===== src/rtl/trig_arb_pkg.sv =====
// Shared types and defaults for the trigger arbiter: FSM state encoding,
// default channel count / pending width and the channel-index width helper.
package trig_arb_pkg;

   typedef enum logic [1:0] {
      StIdle = 2'd0,
      StReq  = 2'd1,
      StGap  = 2'd2
   } state_e;

   localparam int unsigned NChDefault   = 8;
   localparam int unsigned PendWDefault = 2;

   function automatic int unsigned ch_w(input int unsigned n);
      return (n > 1) ? $clog2(n) : 1;
   endfunction

endpackage


===== src/rtl/rr_pick.sv =====
// Combinational rotating-priority picker: returns the first set request bit
// found scanning from ptr_i upwards, wrapping modulo N_CH.
module rr_pick
   import trig_arb_pkg::*;
#(
   parameter int unsigned N_CH = NChDefault,
   parameter int unsigned CH_W = ch_w(N_CH)
) (
   input  logic [N_CH-1:0] req_i,
   input  logic [CH_W-1:0] ptr_i,
   output logic            valid_o,
   output logic [CH_W-1:0] idx_o
);

   logic [CH_W-1:0] cand;

   always_comb begin
      valid_o = 1'b0;
      idx_o   = '0;
      cand    = '0;
      for (int unsigned i = 0; i < N_CH; i++) begin
         cand = CH_W'((32'(ptr_i) + i) % N_CH);
         if (!valid_o && req_i[cand]) begin
            valid_o = 1'b1;
            idx_o   = cand;
         end
      end
   end

endmodule


===== src/rtl/trigger_arbiter.sv =====
// Shares one counter step port between N_CH trigger channels: saturating per-channel
// pending counters, round-robin grant, req/ack handshake. Optional drop_o: TRIG_DROP_FLAG_EN.
module trigger_arbiter
   import trig_arb_pkg::*;
#(
   parameter int unsigned N_CH   = NChDefault,
   parameter int unsigned PEND_W = PendWDefault,
   parameter int unsigned CH_W   = ch_w(N_CH)
) (
   input  logic            clk,
   input  logic            rst_n,
   input  logic            en_i,
   input  logic            flush_i,
   input  logic [N_CH-1:0] trig_i,
   output logic            step_req_o,
   output logic [CH_W-1:0] step_ch_o,
   input  logic            step_ack_i,
   output logic            pend_o,
`ifdef TRIG_DROP_FLAG_EN
   output logic            drop_o,
`endif
   output logic            busy_o
);

   localparam logic [PEND_W-1:0] PendMax = '1;

   logic [PEND_W-1:0] pend_q [N_CH];
   logic [PEND_W-1:0] pend_d [N_CH];
   logic [N_CH-1:0]   nz;
   logic [N_CH-1:0]   dec;
   state_e            state_q, state_d;
   logic              req_q, req_d;
   logic [CH_W-1:0]   ch_q, ch_d;
   logic [CH_W-1:0]   rr_q, rr_d;
   logic              pick_valid;
   logic [CH_W-1:0]   pick_idx;
   logic              ack_fire;

   // Ack only counts while a request is actually outstanding.
   assign ack_fire = (state_q == StReq) && step_ack_i;

   always_comb begin
      nz  = '0;
      dec = '0;
      for (int unsigned k = 0; k < N_CH; k++) begin
         nz[k]  = (pend_q[k] != '0);
         dec[k] = ack_fire && (ch_q == CH_W'(k)) && nz[k];
      end
   end

   // Trig and decrement together cancel, even on a saturated counter.
   always_comb begin
      for (int unsigned k = 0; k < N_CH; k++) begin
         pend_d[k] = pend_q[k];
         if (flush_i) begin
            pend_d[k] = '0;
         end else if (trig_i[k] && dec[k]) begin
            pend_d[k] = pend_q[k];
         end else if (trig_i[k] && (pend_q[k] != PendMax)) begin
            pend_d[k] = pend_q[k] + PEND_W'(1);
         end else if (dec[k]) begin
            pend_d[k] = pend_q[k] - PEND_W'(1);
         end
      end
   end

   rr_pick #(
      .N_CH(N_CH),
      .CH_W(CH_W)
   ) u_rr_pick (
      .req_i  (nz),
      .ptr_i  (rr_q),
      .valid_o(pick_valid),
      .idx_o  (pick_idx)
   );

   always_comb begin
      state_d = state_q;
      req_d   = req_q;
      ch_d    = ch_q;
      rr_d    = rr_q;
      unique case (state_q)
         StIdle: begin
            // A flush in the same cycle would orphan the grant, so hold off.
            if (en_i && !flush_i && pick_valid) begin
               ch_d    = pick_idx;
               req_d   = 1'b1;
               state_d = StReq;
            end
         end
         StReq: begin
            if (step_ack_i) begin
               req_d   = 1'b0;
               rr_d    = (ch_q == CH_W'(N_CH - 1)) ? '0 : ch_q + CH_W'(1);
               state_d = StGap;
            end
         end
         StGap: begin
            state_d = StIdle;
         end
         default: begin
            req_d   = 1'b0;
            state_d = StIdle;
         end
      endcase
   end

`ifdef TRIG_DROP_FLAG_EN
   logic drop_q, drop_d;
   logic [N_CH-1:0] drop_hit;

   always_comb begin
      drop_hit = '0;
      for (int unsigned k = 0; k < N_CH; k++) begin
         drop_hit[k] = trig_i[k] && !dec[k] && (pend_q[k] == PendMax);
      end
      drop_d = flush_i ? 1'b0 : (drop_q | (|drop_hit));
   end

   always_ff @(posedge clk or negedge rst_n) begin
      if (!rst_n) begin
         drop_q <= 1'b0;
      end else begin
         drop_q <= drop_d;
      end
   end

   assign drop_o = drop_q;
`endif

   always_ff @(posedge clk or negedge rst_n) begin
      if (!rst_n) begin
         state_q <= StIdle;
         req_q   <= 1'b0;
         ch_q    <= '0;
         rr_q    <= '0;
         pend_q  <= '{default: '0};
      end else begin
         state_q <= state_d;
         req_q   <= req_d;
         ch_q    <= ch_d;
         rr_q    <= rr_d;
         pend_q  <= pend_d;
      end
   end

   assign step_req_o = req_q;
   assign step_ch_o  = ch_q;
   assign pend_o     = |nz;
   assign busy_o     = (state_q != StIdle);

endmodule


===== config.mk =====
export PLATFORM = sky130hd
export DESIGN_NAME = trigger_arbiter
export DESIGN_NICKNAME = d
export VERILOG_FILES = /design/src/rtl/trig_arb_pkg.sv /design/src/rtl/rr_pick.sv /design/src/rtl/trigger_arbiter.sv
export SDC_FILE = /design/constraint.sdc
export NUM_CORES = 1
export LEC_CHECK = 0
export BUFFER_PORTS_ARGS = -buffer_cell sky130_fd_sc_hd__buf_2
export CAP_MARGIN = 20
export CELL_PAD_IN_SITES_DETAIL_PLACEMENT = 1
export CELL_PAD_IN_SITES_GLOBAL_PLACEMENT = 1
export CORE_MARGIN = 3
export CORE_UTILIZATION = 50
export DETAILED_ROUTE_END_ITERATION = 8
export GPL_TIMING_DRIVEN = 0
export PLACE_DENSITY = 0.94
export SLEW_MARGIN = 20
export SYNTH_ARGS = -nofsm -noshare
export SYNTH_HDL_FRONTEND = slang
export SYNTH_SLANG_ARGS = --single-unit

===== constraint.sdc =====
create_clock -name clk -period 6 [get_ports clk]
set_input_delay 0.6 -clock clk [delete_from_list [all_inputs] [get_ports clk]]
set_output_delay 0.6 -clock clk [all_outputs]
set_load 0.02 [all_outputs]

Word-level counts from Yosys, hierarchy flattened:

Cells that the tools add are included.

* flip-flop bits (word level): 25
* output and inout port bits: 6
* word-level logic and storage cells: 225
* input port bits: 13

* add/sub/neg operators: 24
* magnitude comparators: 8
* equal/unequal tests: 27
* reduce and logical (&&, ||, !) cells: 82
* bitwise gates (word level): 1
* muxes and demuxes: 71

Operators by type and width (count)
* $mux 2: 34
* $logic_and 1x1->1: 42
* $ne 2x2->1 const B: 18
* $lt 3x4->1 const B: 8
* $mux 3: 9
* $bmux 1 s3: 8
* $reduce_bool 3->1: 8
* $reduce_and 2->1: 11
* $mux 1: 18
* $reduce_bool 2->1: 9
* $add 2x1->2 const B: 8
* $sub 2x1->2 const B: 8
* $add 3x3->3 const B: 4
* $eq 3x3->1 const B: 4
* $logic_not 1->1: 8
* $reduce_or 8->1: 1
* $add 3x1->3 const B: 2
* $add 3x2->3 const B: 2
* $eq 3x2->1 const B: 2
* $pmux 2 s2: 1
* $eq 3x1->1 const B: 1
* $logic_not 3->1: 1
* $pmux 1 s3: 1
* $reduce_and 3->1: 1
* 4 further kinds: 4

Logic depth before layout (Yosys ltp):

* depth after elaboration: 28
* depth in mapped cells: 10

Cells and area by module:

A second synthesis with hierarchy kept.

* cell total of the unflattened synthesis: 281
* area, all modules: 2523.7 um^2

By module, submodules not included
* trigger_arbiter: cells an instance 160, area each 1442.6 um^2, instances 1
* rr_pick: cells an instance 121, area each 1081.0 um^2, instances 1

Least setup slack after synthesis:

OpenSTA, ideal clock, no wires.

* kind: register to register
* from: reg rr_q[1]
* to: reg ch_q[2] (netlist: step_ch_o[2])
* period minus slack after synthesis: 2753 ps
* setup slack: 3247 ps
* data arrival time: 2629 ps
* cell stages (with the launch flop): 11
* buffers on the path: 1
* path through: dfrtp_1 clkbuf_8 inv_1 ha_1 clkinv_2 mux4_2 a221oi_1 nor3_1 a211oi_1 o31ai_1 mux2_2

* cells in the longest elaborated chain, start to end: 26

RTL lines
* start, declared: line trigger_arbiter.sv:34 `logic [CH_W-1:0] rr_q, rr_d;`
* start signal, assigned: line trigger_arbiter.sv:142 `rr_q <= rr_d;`
* parallel branches: the longest is 26 deep, another holds $add 3x1->3
* end signal, assigned: line trigger_arbiter.sv:141 `ch_q <= ch_d;`
* end, declared: line trigger_arbiter.sv:33 `logic [CH_W-1:0] ch_q, ch_d;`

Parallel ways; which one is timed is not known. The select of a mux whose other input is x is not followed.
A chain may end at the register's enable or synchronous reset.

Worst setup path after layout:

Same ends and word-level chain as after synthesis.

==> impl_metrics.env <==
export IMPL_outcome="completed"
export IMPL_tightestPinTransition_ps=680
export IMPL_synth_edf_count=0
export IMPL_avgSynthCellArea_sq_um=8.80
export IMPL_clk_pin_slew_ps=90
export IMPL_n_antenna_cell=0
export IMPL_fin_nets=333
export IMPL_rows=25
export IMPL_cap_violations=0
export IMPL_clock_path_buffers=2
export IMPL_fin_util_pct=57.4
export IMPL_synth_common_cells="31 x a21oi_1, 31 x nor2_1, 26 x nand2_1"
export IMPL_seqPwrFrac_pct=18.8
export IMPL_vdd_drop_max_v=0.000197
export IMPL_gp_congestion=0.902
export IMPL_ys_seq_area_share_pct=24.5
export IMPL_syn_nets=311
export IMPL_clock_skew_ps=4.56
export IMPL_finalHoldViolCount=0
export IMPL_vias=2513
export IMPL_cts_tree="yes"
export IMPL_comb_power_share_pct=73.6
export IMPL_routed_wl_um=7980
export IMPL_hpwl_um=6250
export IMPL_die_x_um=77.5
export IMPL_fill_cells=600
export IMPL_crit_arrival_ps=3510
export IMPL_clk_latency_ps=270
export IMPL_clock_sinks=25
export IMPL_worstPathRequired_ps=6160
export IMPL_grt_pass1_vias=2641
export IMPL_p_clk_share_pct=7.6
export IMPL_syn_area_sq_um=2550
export IMPL_io_pins=19
export IMPL_first_pass_iters=4
export IMPL_swShare_pct=51.3
export IMPL_period_needed_ps=3340
export IMPL_ys_types=67
export IMPL_relSlewSlack_pct=54.1
export IMPL_leakage_nw=1.11
export IMPL_fin_crit_sh_pct=55.7
export IMPL_viasPerCell=6.65
export IMPL_start_kind="flip-flop"
export IMPL_hold_buffers=0
export IMPL_ctsResizeCount=0
export IMPL_cp_max_fo=10
export IMPL_ys_warnings_count=0
export IMPL_clock_fmax_ghz=0.299
export IMPL_switchingPower_mw=0.689
export IMPL_ys_ff_latch=25
export IMPL_crit_path_end_kind="flip-flop"
export IMPL_wl_per_cell_um=21.1
export IMPL_syn2layout_area_growth_pct=8.38
export IMPL_synth_top_flop_cell="dfrtp_1"
export IMPL_finalInstanceArea_sq_um=2770
export IMPL_hp_class="in2async"
export IMPL_cts_max_level=1
export IMPL_die_area_sq_um=6000
export IMPL_powerDensity_nw_per_um2=486
export IMPL_numPortBuffers=17
export IMPL_initial_core_util_pct=53.0
export IMPL_finalSetupViolations=0
export IMPL_drc_errors=0
export IMPL_grt_ovfl_total=0
export IMPL_ant_nets=0
export IMPL_drv_slew=0
export IMPL_antenna_found_initial=0
export IMPL_post_cts_buffers=0
export IMPL_drive_gt1_share_pct=19.6
export IMPL_synthCells=290
export IMPL_async_reset_ff_share_pct=100
export IMPL_grt_total_usage_pct=28.6
export IMPL_cts_root_buffer="clkbuf_8"
export IMPL_crit_type="reg2reg"
export IMPL_grt_pass1_wl_um=13700
export IMPL_first_iter_violations=235
export IMPL_coreArea_sq_um=4820
export IMPL_synth_top_area_cell="dfrtp_1"
export IMPL_chipHeight_um=77.5
export IMPL_synth_area_leaders="dfrtp_1 25%, mux4_2 7.9%, a21oi_1 6.1%"
export IMPL_synth_top_area_share_pct=24.5
export IMPL_grt_max_degree=26
export IMPL_rsz0062_at_grt="no"
export IMPL_internal_power_mw=0.655
export IMPL_finalSetupTns_ps=0
export IMPL_cts_buffers=3
export IMPL_postPlaceCellArea_sq_um=2720
[final timing paths]
path | start | depth (start not counted) | slack, ps | endpoint
max | rr_q[1] | 10 | 2660 | step_ch_o[2]
min | rst_n | 1 | 330 | pend_q[13]
max reg2reg | rr_q[1] | 10 | 2660 | step_ch_o[2]
min reg2reg | step_req_o | 2 | 540 | step_req_o
max in group asynchronous | rst_n | 1 | 5290 | pend_q[10]
min in group clk | step_req_o | 2 | 540 | step_req_o
[cell families (layout without fill, tap and decap cells)]
| kind of cell | count (synthesis) | in the layout | synth area share (%) |
|---|---|---|---|
| xor+xnor | 4 | 4 | 1.37 |
| fa+ha+maj | 8 | 8 | 3.92 |
| simple gates | 113 | 113 | 24.2 |
| compound gates | 93 | 93 | 24.5 |
| mux | 23 | 23 | 16.2 |
| buf+inv | 24 | 45 | 5.29 |
| flops | 25 | 25 | 24.5 |
[power groups by stage]
stage	sequential [mW]	clock, mW	combinational (mW)
2_1_floorplan	0.252	0	0.729
3_3_place_gp	0.248	0	0.923
3_5_place_dp	0.253	0	0.970
4_1_cts	0.252	0.102	0.975
5_1_grt	0.260	0.109	1.08
6_report	0.253	0.102	0.989
[layer usage]
metal  vias to the layer above  part of all wire (%)  track usage [%]
li1                       1136                     -                -
met1                      1254                    42             36.8
met2                       101                    50             49.2
met3                        22                   5.1             3.36
met4                         0                   2.6             10.9
met5                         -                     0                0
[worst max-delay path: stages, from the launching register on]
cell and delay (ps):
dfrtp_1 500, clkbuf_8 220, inv_1 220, ha_1 300, xor2_1 460, a2111oi_0 170
a211o_1 390, nor4b_4 390, o2bb2ai_1 170, o31ai_1 120, mux2_2 280
[placed cells by master, fill, tap and decap left out, types with 2 or more instances in the layout]
cell type  count
nor2_1        31
a21oi_1       31
nand2_1       26
dfrtp_1       25
o21ai_0       22
buf_2         18
clkbuf_1       9
mux4_2         9
nor3_1         9
or2_1          8
ha_1           8
inv_1          7
mux2_2         7
and2_1         7
clkbuf_8       5
nand2b_1       5
nand4_1        4
a21o_1         4
buf_6          3
mux4_1         3
nor4_1         3
a2111oi_0      3
o211ai_1       3
mux2i_1        3
o221a_2        3
nand3_1        3
o31ai_1        2
xor2_1         2
nor3b_1        2
nor4b_1        2
xnor2_1        2
a211oi_1       2
o2bb2ai_1      2
o21ai_1        2
a31oi_1        2
nand3b_1       2
o221a_1        2
[state kept, by name (all words and copies together) (netlist names)]
register,flops
step_req_o,1
rr_q,3
pend_q,16
step_ch_o,3
state_q,2
[stage by stage]
stage	setup WS (ps)	total power [mW]	cells	hold WS, ps
3_3_place_gp	2840	1.17	374	457
3_5_place_dp	2770	1.22	374	478
5_1_grt	2420	1.44	378	360
4_1_cts	2720	1.33	378	339
2_1_floorplan	3250	0.980	290	304
6_report	2660	1.34	378	325
[cell type report]
class | instances | area, sq um | area share, %
buffer | 15 | 100 | 3.62
clock buffer | 4 | 45.0 | 1.63
inverter | 9 | 35.0 | 1.27
multi-input combinational | 241 | 1790 | 64.8
sequential | 25 | 626 | 22.6
tap | 67 | 83.8 | 3.03
timing repair buffer | 17 | 85.1 | 3.08
(Power assumes the default switching activity.)
